## src/rtl/psum_merge_unit.sv

```systemverilog
// Merges PE results with externally supplied partial sums ahead of the output buffer.
// Four merge modes, a parallel-write psum FIFO and optional saturating arithmetic.
module psum_merge_unit #(
  parameter int unsigned DATA_WIDTH = 16,
  parameter int unsigned PSUM_WIDTH = 20,
  parameter int unsigned NUM_CH     = 4,
  parameter int unsigned PSUM_DEPTH = 8,
  parameter int unsigned PAR_WRITE  = 2,
  parameter int unsigned SATURATE   = 1,
  localparam int unsigned CH_W      = (NUM_CH > 1) ? $clog2(NUM_CH) : 1
) (
  input  logic                            clk,
  input  logic                            rstn,
  input  logic                            start,
  input  logic                            stop,
  input  logic [1:0]                      mode,
  input  logic                            pe_valid,
  output logic                            pe_ready,
  input  logic [DATA_WIDTH-1:0]           pe_data,
  input  logic [CH_W-1:0]                 pe_ch,
  input  logic                            pe_last,
  input  logic                            psum_wen,
  input  logic [PAR_WRITE*PSUM_WIDTH-1:0] psum_din,
  output logic                            psum_full,
  output logic                            psum_empty,
  output logic                            overflow,
  output logic                            out_valid,
  input  logic                            out_ready,
  output logic [PSUM_WIDTH-1:0]           out_data,
  output logic [CH_W-1:0]                 out_ch,
  output logic                            busy,
  output logic                            done
);

  localparam int unsigned PTR_W = (PSUM_DEPTH > 1) ? $clog2(PSUM_DEPTH) : 1;
  localparam int unsigned CNT_W = $clog2(PSUM_DEPTH + 1);

  localparam logic signed [PSUM_WIDTH-1:0] PsumMax = {1'b0, {(PSUM_WIDTH-1){1'b1}}};
  localparam logic signed [PSUM_WIDTH-1:0] PsumMin = {1'b1, {(PSUM_WIDTH-1){1'b0}}};

  typedef enum logic [1:0] {StIdle, StRun, StDrain} state_e;
  typedef enum logic [1:0] {
    ModePass  = 2'b00,
    ModeAccum = 2'b01,
    ModeAdd   = 2'b10,
    ModeLocal = 2'b11
  } mode_e;

  state_e                        state_q, state_d;
  mode_e                         mode_q, mode_d;
  logic signed [PSUM_WIDTH-1:0]  mem_q [PSUM_DEPTH];
  logic signed [PSUM_WIDTH-1:0]  mem_d [PSUM_DEPTH];
  logic [PTR_W-1:0]              wr_ptr_q, wr_ptr_d;
  logic [PTR_W-1:0]              rd_ptr_q, rd_ptr_d;
  logic [CNT_W-1:0]              cnt_q, cnt_d;
  logic                          overflow_q, overflow_d;
  logic signed [PSUM_WIDTH-1:0]  acc_q [NUM_CH];
  logic signed [PSUM_WIDTH-1:0]  acc_d [NUM_CH];
  logic [CH_W-1:0]               rr_q, rr_d;
  logic                          out_valid_q, out_valid_d;
  logic signed [PSUM_WIDTH-1:0]  out_data_q, out_data_d;
  logic [CH_W-1:0]               out_ch_q, out_ch_d;

  logic signed [PSUM_WIDTH-1:0]  pe_ext;
  logic signed [PSUM_WIDTH-1:0]  head;
  logic signed [PSUM_WIDTH-1:0]  local_sum;
  logic [CNT_W-1:0]              free_slots;
  logic                          fifo_full;
  logic                          fifo_empty;
  logic                          wr_en;
  logic                          slot_free;
  logic                          can_issue;
  logic                          pe_fire;
  logic                          pop;

  // Sum is formed one bit wider so the carry-out reveals signed overflow.
  function automatic logic signed [PSUM_WIDTH-1:0] add_fn(
    input logic signed [PSUM_WIDTH-1:0] a,
    input logic signed [PSUM_WIDTH-1:0] b
  );
    logic signed [PSUM_WIDTH:0] s;
    s = {a[PSUM_WIDTH-1], a} + {b[PSUM_WIDTH-1], b};
    if ((SATURATE != 0) && (s[PSUM_WIDTH] != s[PSUM_WIDTH-1])) begin
      return s[PSUM_WIDTH] ? PsumMin : PsumMax;
    end
    return s[PSUM_WIDTH-1:0];
  endfunction

  assign pe_ext     = PSUM_WIDTH'($signed(pe_data));
  assign head       = mem_q[rd_ptr_q];
  assign local_sum  = add_fn(acc_q[pe_ch], pe_ext);
  assign free_slots = CNT_W'(PSUM_DEPTH) - cnt_q;
  assign fifo_full  = free_slots < CNT_W'(PAR_WRITE);
  assign fifo_empty = (cnt_q == '0);
  assign wr_en      = psum_wen && !fifo_full;

  assign slot_free  = !out_valid_q || out_ready;
  assign can_issue  = (state_q == StRun) && slot_free;

  always_comb begin
    pe_ready = 1'b0;
    unique case (mode_q)
      ModePass:  pe_ready = can_issue;
      ModeAccum: pe_ready = can_issue && !fifo_empty;
      ModeAdd:   pe_ready = 1'b0;
      ModeLocal: pe_ready = can_issue;
      default:   pe_ready = 1'b0;
    endcase
  end

  assign pe_fire = pe_valid && pe_ready;
  assign pop     = ((mode_q == ModeAccum) && pe_fire) ||
                   ((mode_q == ModeAdd) && can_issue && !fifo_empty);

  always_comb begin
    state_d     = state_q;
    mode_d      = mode_q;
    mem_d       = mem_q;
    wr_ptr_d    = wr_ptr_q;
    rd_ptr_d    = rd_ptr_q;
    cnt_d       = cnt_q;
    overflow_d  = overflow_q;
    acc_d       = acc_q;
    rr_d        = rr_q;
    out_valid_d = slot_free ? 1'b0 : out_valid_q;
    out_data_d  = out_data_q;
    out_ch_d    = out_ch_q;

    unique case (state_q)
      StIdle: begin
        if (start) begin
          state_d    = StRun;
          mode_d     = mode_e'(mode);
          acc_d      = '{default: '0};
          overflow_d = 1'b0;
          rr_d       = '0;
        end
      end
      StRun: begin
        if (stop) state_d = StDrain;
      end
      StDrain: begin
        if (slot_free) state_d = StIdle;
      end
      default: state_d = StIdle;
    endcase

    unique case (mode_q)
      ModePass: begin
        if (pe_fire) begin
          out_valid_d = 1'b1;
          out_data_d  = pe_ext;
          out_ch_d    = pe_ch;
        end
      end
      ModeAccum: begin
        if (pe_fire) begin
          out_valid_d = 1'b1;
          out_data_d  = add_fn(pe_ext, head);
          out_ch_d    = pe_ch;
        end
      end
      ModeAdd: begin
        if (pop) begin
          out_valid_d = 1'b1;
          out_data_d  = head;
          out_ch_d    = rr_q;
          rr_d        = (rr_q == CH_W'(NUM_CH - 1)) ? '0 : rr_q + CH_W'(1);
        end
      end
      ModeLocal: begin
        if (pe_fire) begin
          if (pe_last) begin
            out_valid_d  = 1'b1;
            out_data_d   = local_sum;
            out_ch_d     = pe_ch;
            acc_d[pe_ch] = '0;
          end else begin
            acc_d[pe_ch] = local_sum;
          end
        end
      end
      default: ;
    endcase

    // Writes are accepted in every state; a write that does not fit is dropped whole.
    if (psum_wen) begin
      if (wr_en) begin
        for (int i = 0; i < int'(PAR_WRITE); i++) begin
          mem_d[wr_ptr_q + PTR_W'(i)] = psum_din[i*PSUM_WIDTH +: PSUM_WIDTH];
        end
        wr_ptr_d = wr_ptr_q + PTR_W'(PAR_WRITE);
      end else begin
        overflow_d = 1'b1;
      end
    end
    if (pop) rd_ptr_d = rd_ptr_q + PTR_W'(1);
    cnt_d = cnt_q + (wr_en ? CNT_W'(PAR_WRITE) : '0) - (pop ? CNT_W'(1) : '0);
  end

  always_ff @(posedge clk or negedge rstn) begin
    if (!rstn) begin
      state_q     <= StIdle;
      mode_q      <= ModePass;
      mem_q       <= '{default: '0};
      wr_ptr_q    <= '0;
      rd_ptr_q    <= '0;
      cnt_q       <= '0;
      overflow_q  <= 1'b0;
      acc_q       <= '{default: '0};
      rr_q        <= '0;
      out_valid_q <= 1'b0;
      out_data_q  <= '0;
      out_ch_q    <= '0;
    end else begin
      state_q     <= state_d;
      mode_q      <= mode_d;
      mem_q       <= mem_d;
      wr_ptr_q    <= wr_ptr_d;
      rd_ptr_q    <= rd_ptr_d;
      cnt_q       <= cnt_d;
      overflow_q  <= overflow_d;
      acc_q       <= acc_d;
      rr_q        <= rr_d;
      out_valid_q <= out_valid_d;
      out_data_q  <= out_data_d;
      out_ch_q    <= out_ch_d;
    end
  end

  assign psum_full  = fifo_full;
  assign psum_empty = fifo_empty;
  assign overflow   = overflow_q;
  assign out_valid  = out_valid_q;
  assign out_data   = out_data_q;
  assign out_ch     = out_ch_q;
  assign busy       = (state_q != StIdle);
  assign done       = (state_q == StDrain) && slot_free;

endmodule

```

## config.mk

```make
export PLATFORM = sky130hd
export DESIGN_NAME = psum_merge_unit
export DESIGN_NICKNAME = d
export VERILOG_FILES = /design/src/rtl/psum_merge_unit.sv
export SDC_FILE = /design/constraint.sdc
export NUM_CORES = 1
export LEC_CHECK = 0
export ABC_AREA = 0
export BUFFER_PORTS_ARGS = -buffer_cell sky130_fd_sc_hd__buf_2
export CAP_MARGIN = 10
export CORE_MARGIN = 2
export CORE_UTILIZATION = 45
export CTS_CLUSTER_SIZE = 20
export DETAILED_ROUTE_END_ITERATION = 8
export GPL_TIMING_DRIVEN = 1
export SLEW_MARGIN = 15
export SYNTH_ARGS = -nofsm -noshare
export SYNTH_HDL_FRONTEND = slang
export SYNTH_SLANG_ARGS = --single-unit
```

## constraint.sdc

```tcl
create_clock -name clk -period 5.3 [get_ports clk]
set_clock_uncertainty 0.15 [all_clocks]
set_input_delay 0.53 -clock clk [delete_from_list [all_inputs] [get_ports clk]]
set_output_delay 0.53 -clock clk [all_outputs]
set_load 0.05 [all_outputs]
```

; ---- Yosys cells after proc, flatten, opt, wreduce, memory -nomap -nowiden
; Index checks and enable logic that the tools add are counted.
[totals]
wordCells = 152
input_bits = 68
out_inout_bits = 29
regBits = 280
[op_classes]
n_reduce_logical = 27
mux = 63
bitwise_logic = 6
order_cmp = 8
eq_ne = 17
addsub = 9
[op_table]
columns = cell, n
row1 = two-way mux 80 bit, 5
row2 = two-way mux 20 bit, 18
row3 = bitwise mux 160 bit, 2
row4 = demux 20 bit (select 3 bit), 2
row5 = bitwise AND 80 bit, 1
row6 = bitwise mux 80 bit, 1
row7 = inverter 80 bit, 1
row8 = case mux 20 bit (4 select lines), 1
row9 = binary-select mux 20 bit (select 3 bit), 1
row10 = binary-select mux 20 bit (select 2 bit), 1
row11 = demux 20 bit (select 2 bit), 1
row12 = two-way mux 2 bit, 13
row13 = adder 16 x 20 -> 21 bit, 1
row14 = adder 20 x 16 -> 21 bit, 1
row15 = inequality test 2 bit (second input constant), 8
row16 = two-way mux 1 bit, 14
row17 = >= comparator 4 bit (second input constant), 3
row18 = inverter 3 -> 4 bit, 3
row19 = case mux 2 bit (3 select lines), 2
row20 = logical AND 1 bit, 11
row21 = == test 2 bit (second input constant), 4
row22 = less-than comparator 4 x 1 -> 1 bit (second input constant), 2
row23 = adder 3 x 1 -> 3 bit (second input constant), 2
row24 = case mux 1 bit (3 select lines), 2
row25 = 22 further kinds, 30

; ---- Longest topological paths before layout
[logic_depth]
ltp_word = 12
ltp_mapped = 16
mapped_depth_nobuf = 13

; ---- Worst setup path before layout
; No wires, ideal clock.
[synth_timing]
path_type = reg2reg
from = reg rd_ptr_q[0]
to = reg out_data_q[12], in the netlist out_data[12]
period_less_slack_ns = 4.569
n_path_buf = 4
slack_ns = 0.731
setup_ns = 0.082
t_arrival_ns = 4.337
stages_incl_launch_ff = 17
required_ns = 5.068
path_cell_list = dfrtp_1 > clkbuf_1 > buf_2 > buf_2 > mux4_2 > mux2_2 > ha_1 > fa_1 > a21o_1 > a221oi_2 > or4b_1 > nand4b_1 > a22oi_1 > xor2_2 > buf_6 > o21ai_1 > a31oi_1
[synth_between]
elab_chain_cells = 12
elab_cells_between_ends = 15
cone_classes = add/sub: 1 / eq/ne: 1 / mux: 12 / bitwise: 1
[synth_rtl]
columns = item, line_no
row1 = start: declaration, 54  ; logic [PTR_W-1:0] rd_ptr_q, rd_ptr_d;
row2 = start signal: assignment, 220  ; rd_ptr_q <= rd_ptr_d;
row3 = inverter 3 -> 4 bit (implied by the code) (*), 90  ; assign head = mem_q[rd_ptr_q];
row4 = binary-select mux 20 bit (select 3 bit) (*), 90
row5 = two-way mux 20 bit (implied by the code) (*) (2 in a row), 90
row6 = adder 16 x 20 -> 21 bit, 82  ; s = {a[PSUM_WIDTH-1], a} + {b[PSUM_WIDTH-1], b};
row7 = inequality test 1 bit, 83  ; if ((SATURATE != 0) && (s[PSUM_WIDTH] != s[PSUM_WIDTH-1])) begin
row8 = two-way mux 1 bit, 83
row9 = two-way mux 1 bit, 157  ; if (pe_fire) begin
row10 = two-way mux 1 bit, 148  ; unique case (mode_q)
row11 = two-way mux 20 bit, 86  ; return s[PSUM_WIDTH-1:0];
row12 = two-way mux 20 bit, 157
row13 = case mux 20 bit (4 select lines) (*), 148
row14 = end signal: assignment, 226  ; out_data_q <= out_data_d;
row15 = end: declaration, 61  ; logic signed [PSUM_WIDTH-1:0] out_data_q, out_data_d;
; Mark *: on every way between the ends. The rest lies on a longest branch, timed or not. The select of a mux whose other input is x is not followed.
; A chain may end at the register's enable or synchronous reset.

; ---- Final worst setup path
[layout_timing]
from = reg rd_ptr_q[0]
to = reg out_data_q[17], in the netlist out_data[17]
; Same word-level chain as after synthesis.

==> results.txt <==
status: complete, no violations
Main synth FF type: dfrtp_1
synthesized area: 15300 sq um
slew of the pin with the lowest slew margin: 1110 ps
Die Width: 188 um
Fin. Hold Viols: 0
Core ar.: 33500 sq um
NetSw: 0.00467 W
Yosys cell types: 78
pwr dens: 666 nW/um^2
clock slew at reported path FFs: 60 ps
total vias in the final route: 10900
Worst setup SP type: flip-flop
Place WS: 260 ps
Tot GR Track Use: 22.7%
clk_lat worst skew: 580 ps
Pins Over Slew Limit: 0
number of global-route vias before repair: 11100
Max-Cap Viols: 0
critical path class: flip-flop to flip-flop
worst-path cell chain: buf_4 -> mux4_2 -> mux2_2 -> fa_1 -> a21o_1 -> a221oi_2 -> or4b_1 -> nand4b_1 -> a22oi_1 -> xor2_2 -> o31ai_1 -> a31oi_1
layout cells sized above 1: 32.1%
Vias/cell: 5.95
Area Overhead vs Synth: 12.9%
Filler cells: 2970
leading area contributor after synthesis: dfrtp_1
worst path setup slack after routing: 568 ps
maximum clock path buffer count: 3
syn_nets: 1405
Synth async-reset ratio: 100%
arrival time worst endpoint: 5090 ps
Power Internal: 0.00684 W
worst-path fanout max: 19
Synth Instances: 1279
unrepaired setup endpoints after global routing: false
Port Buffers: 96
postcts setup bufs: 0
1st-pass router iterations: 5
Ports: 97
RD Place Congestion: 0.932
PostCTS Resize Cnt: 0
routed len/inst: 21.6 um
Syn Area/Cell: 12.0 sq um
hold crit path type: primary input to flip-flop
Rel. slew slack: 26.0%
crit share post-route: 89.3%
reg2reg start: rd_ptr_q[0]
CP delay by family, top: compound AO/OA/AOI/OAI gates
grt total ovfl: 0
initial core utilization: 45.7%
TritonCTS buffer count: 31
Placement Rows: 67
NumNets Final: 1482
DRT iter0 DRCs: 714
placed insts: 1767
number of hold buffers added after cts: 4
EDFF count, synth: 0
clk sinks: 279
register area share after synthesis: 45.6%
Yosys top cell area share: 45.6%
wirelength, routed: 39500 um
antenna cells: 0
clock share of power: 18.5%
Post-synth top cells: dfrtp_1, mux2_2, a21oi_1, nand2_1, mux4_2
Req. time, crit path: 5650 ps
Multi-input gate area: 7860 sq um
hpwl dp: 27300 um
Pwr Total: 0.0115 W
Comb power frac: 52.0%
Critical Path Start: rd_ptr_q[0]
largest net degree at the start of global routing: 109
CP Buf/Inv Count: 1
total negative slack: 0 ps
initial antenna violation count: 0
f_max: 211 MHz
Routed Antenna Nets: 0
Lkg Pwr: 7.63 nW
Seq pwr share: 29.5%
sw frac: 40.6%
CTS tree: done
die height: 188 um
most frequent cell after synthesis: dfrtp_1
H-tree depth: 1
minimum clock period: 4730 ps
VDD IR max: 0.372 mV
Synth Register Bits: 279
CTS root buf: clkbuf_16
non-filler instance count after layout: 1826
largest cells by area after synthesis: dfrtp_1, mux2_2, mux4_2
sequential cell area: 6980 sq um
Yosys warnings: 0
die area: 35500 sq um
crit path capture type: flip-flop
Setup Viol. Count Final: 0
Hold Crit Start: psum_wen
first-pass GRT wire length: 63700 um
Slowest cell on crit path: xor2_2
drc violations: 0
max incr delay on CP: 670 ps
[worst register-to-register path, cell delays in order, from the launching register on]
cell and delay [ps]:
dfrtp_2 610, buf_4 350, mux4_2 530, mux2_2 340, fa_1 410, a21o_1 230, a221oi_2 350, or4b_1 210
nand4b_1 120, a22oi_1 270, xor2_2 670, o31ai_1 200, a31oi_1 200
[per-layer routing]
metal | GRT usage [%] | routed length [um] | vias up
met5 | 0 | 0 | -
met4 | 7.00 | 1300 | 0
li1 | - | - | 4957
met2 | 37.9 | 19000 | 274
met3 | 3.39 | 2170 | 82
met1 | 30.7 | 17000 | 5547
[cell usage in the layout (no fill, tap or decap), types with 11 or more instances in the layout]
cell and n:
xnor2_1 20, buf_4 15, xor2_1 14, o21ai_0 48, a21oi_1 91, a31oi_1 24
clkbuf_1 11, a22o_1 57, ha_1 55, nand3_1 13, nor3_1 11, buf_2 95
dfrtp_1 277, mux4_2 60, mux2_2 183, o21ai_1 24, nand2_1 76, nor2_1 37
inv_1 47, a21o_1 15, clkbuf_16 31
[through the flow]
| step | utilization (%) | instance area, sq um | hold WS (ps) |
|---|---|---|---|
| 2_1_floorplan | - | 15300 | 84.4 |
| 3_3_place_gp | 48.5 | 16300 | 317 |
| 3_5_place_dp | 48.5 | 16300 | 320 |
| 4_1_cts | 51.5 | 17300 | 21.7 |
| 5_1_grt | 51.5 | 17300 | 59.2 |
| 6_report | 51.5 | 17300 | 34.1 |
[final timing paths]
check	end	slack [ps]	cells after the start
worst max-delay path	out_data[17]	570	12
worst min-delay path	overflow	30	2
worst max register to register	out_data[17]	570	12
worst min register to register	out_ch[0]	340	2
max in group asynchronous	mem_q[141]	3550	3
min in group asynchronous	mode_q[0]	290	2
[kinds of logic (layout without fill, tap and decap cells)]
group,after synthesis,after routing,share of synthesized area [%]
AO/OA/AOI/OAI,331,331,14.6
flip-flops,279,279,45.6
multiplexers,248,248,22.7
AND/OR/NAND/NOR,199,199,6.37
buffers and inverters,122,221,3.21
adder cells (fa/ha/maj),65,65,5.39
XOR/XNOR,35,35,2.05
[power groups by stage]
stage / Combinational (W) / Sequential, W / Clock (W)
2_1_floorplan: 0.00441 / 0.00354 / 0
3_3_place_gp: 0.00590 / 0.00340 / 0
3_5_place_dp: 0.00597 / 0.00343 / 0
4_1_cts: 0.00600 / 0.00340 / 0.00217
5_1_grt: 0.00656 / 0.00349 / 0.00225
6_report: 0.00599 / 0.00340 / 0.00213
[flip-flops by register name (all words and copies together), names as in the netlist]
register	flops
acc_q	80
out_ch	2
state_q	2
wr_ptr_q	2
cnt_q	4
rd_ptr_q	3
mode_q	2
rr_q	2
mem_q	160
overflow	1
out_valid	1
out_data	20
[layout make-up]
type / count / area share (%)
multi-input combinational: 878 / 45.5
sequential: 279 / 40.4
clock buffer: 47 / 5.13
timing repair buffer: 118 / 4.07
tap: 448 / 3.24
inverter: 48 / 1.04
clock inverter: 8 / 0.623
Note: power is estimated with default switching activity, not from simulation.
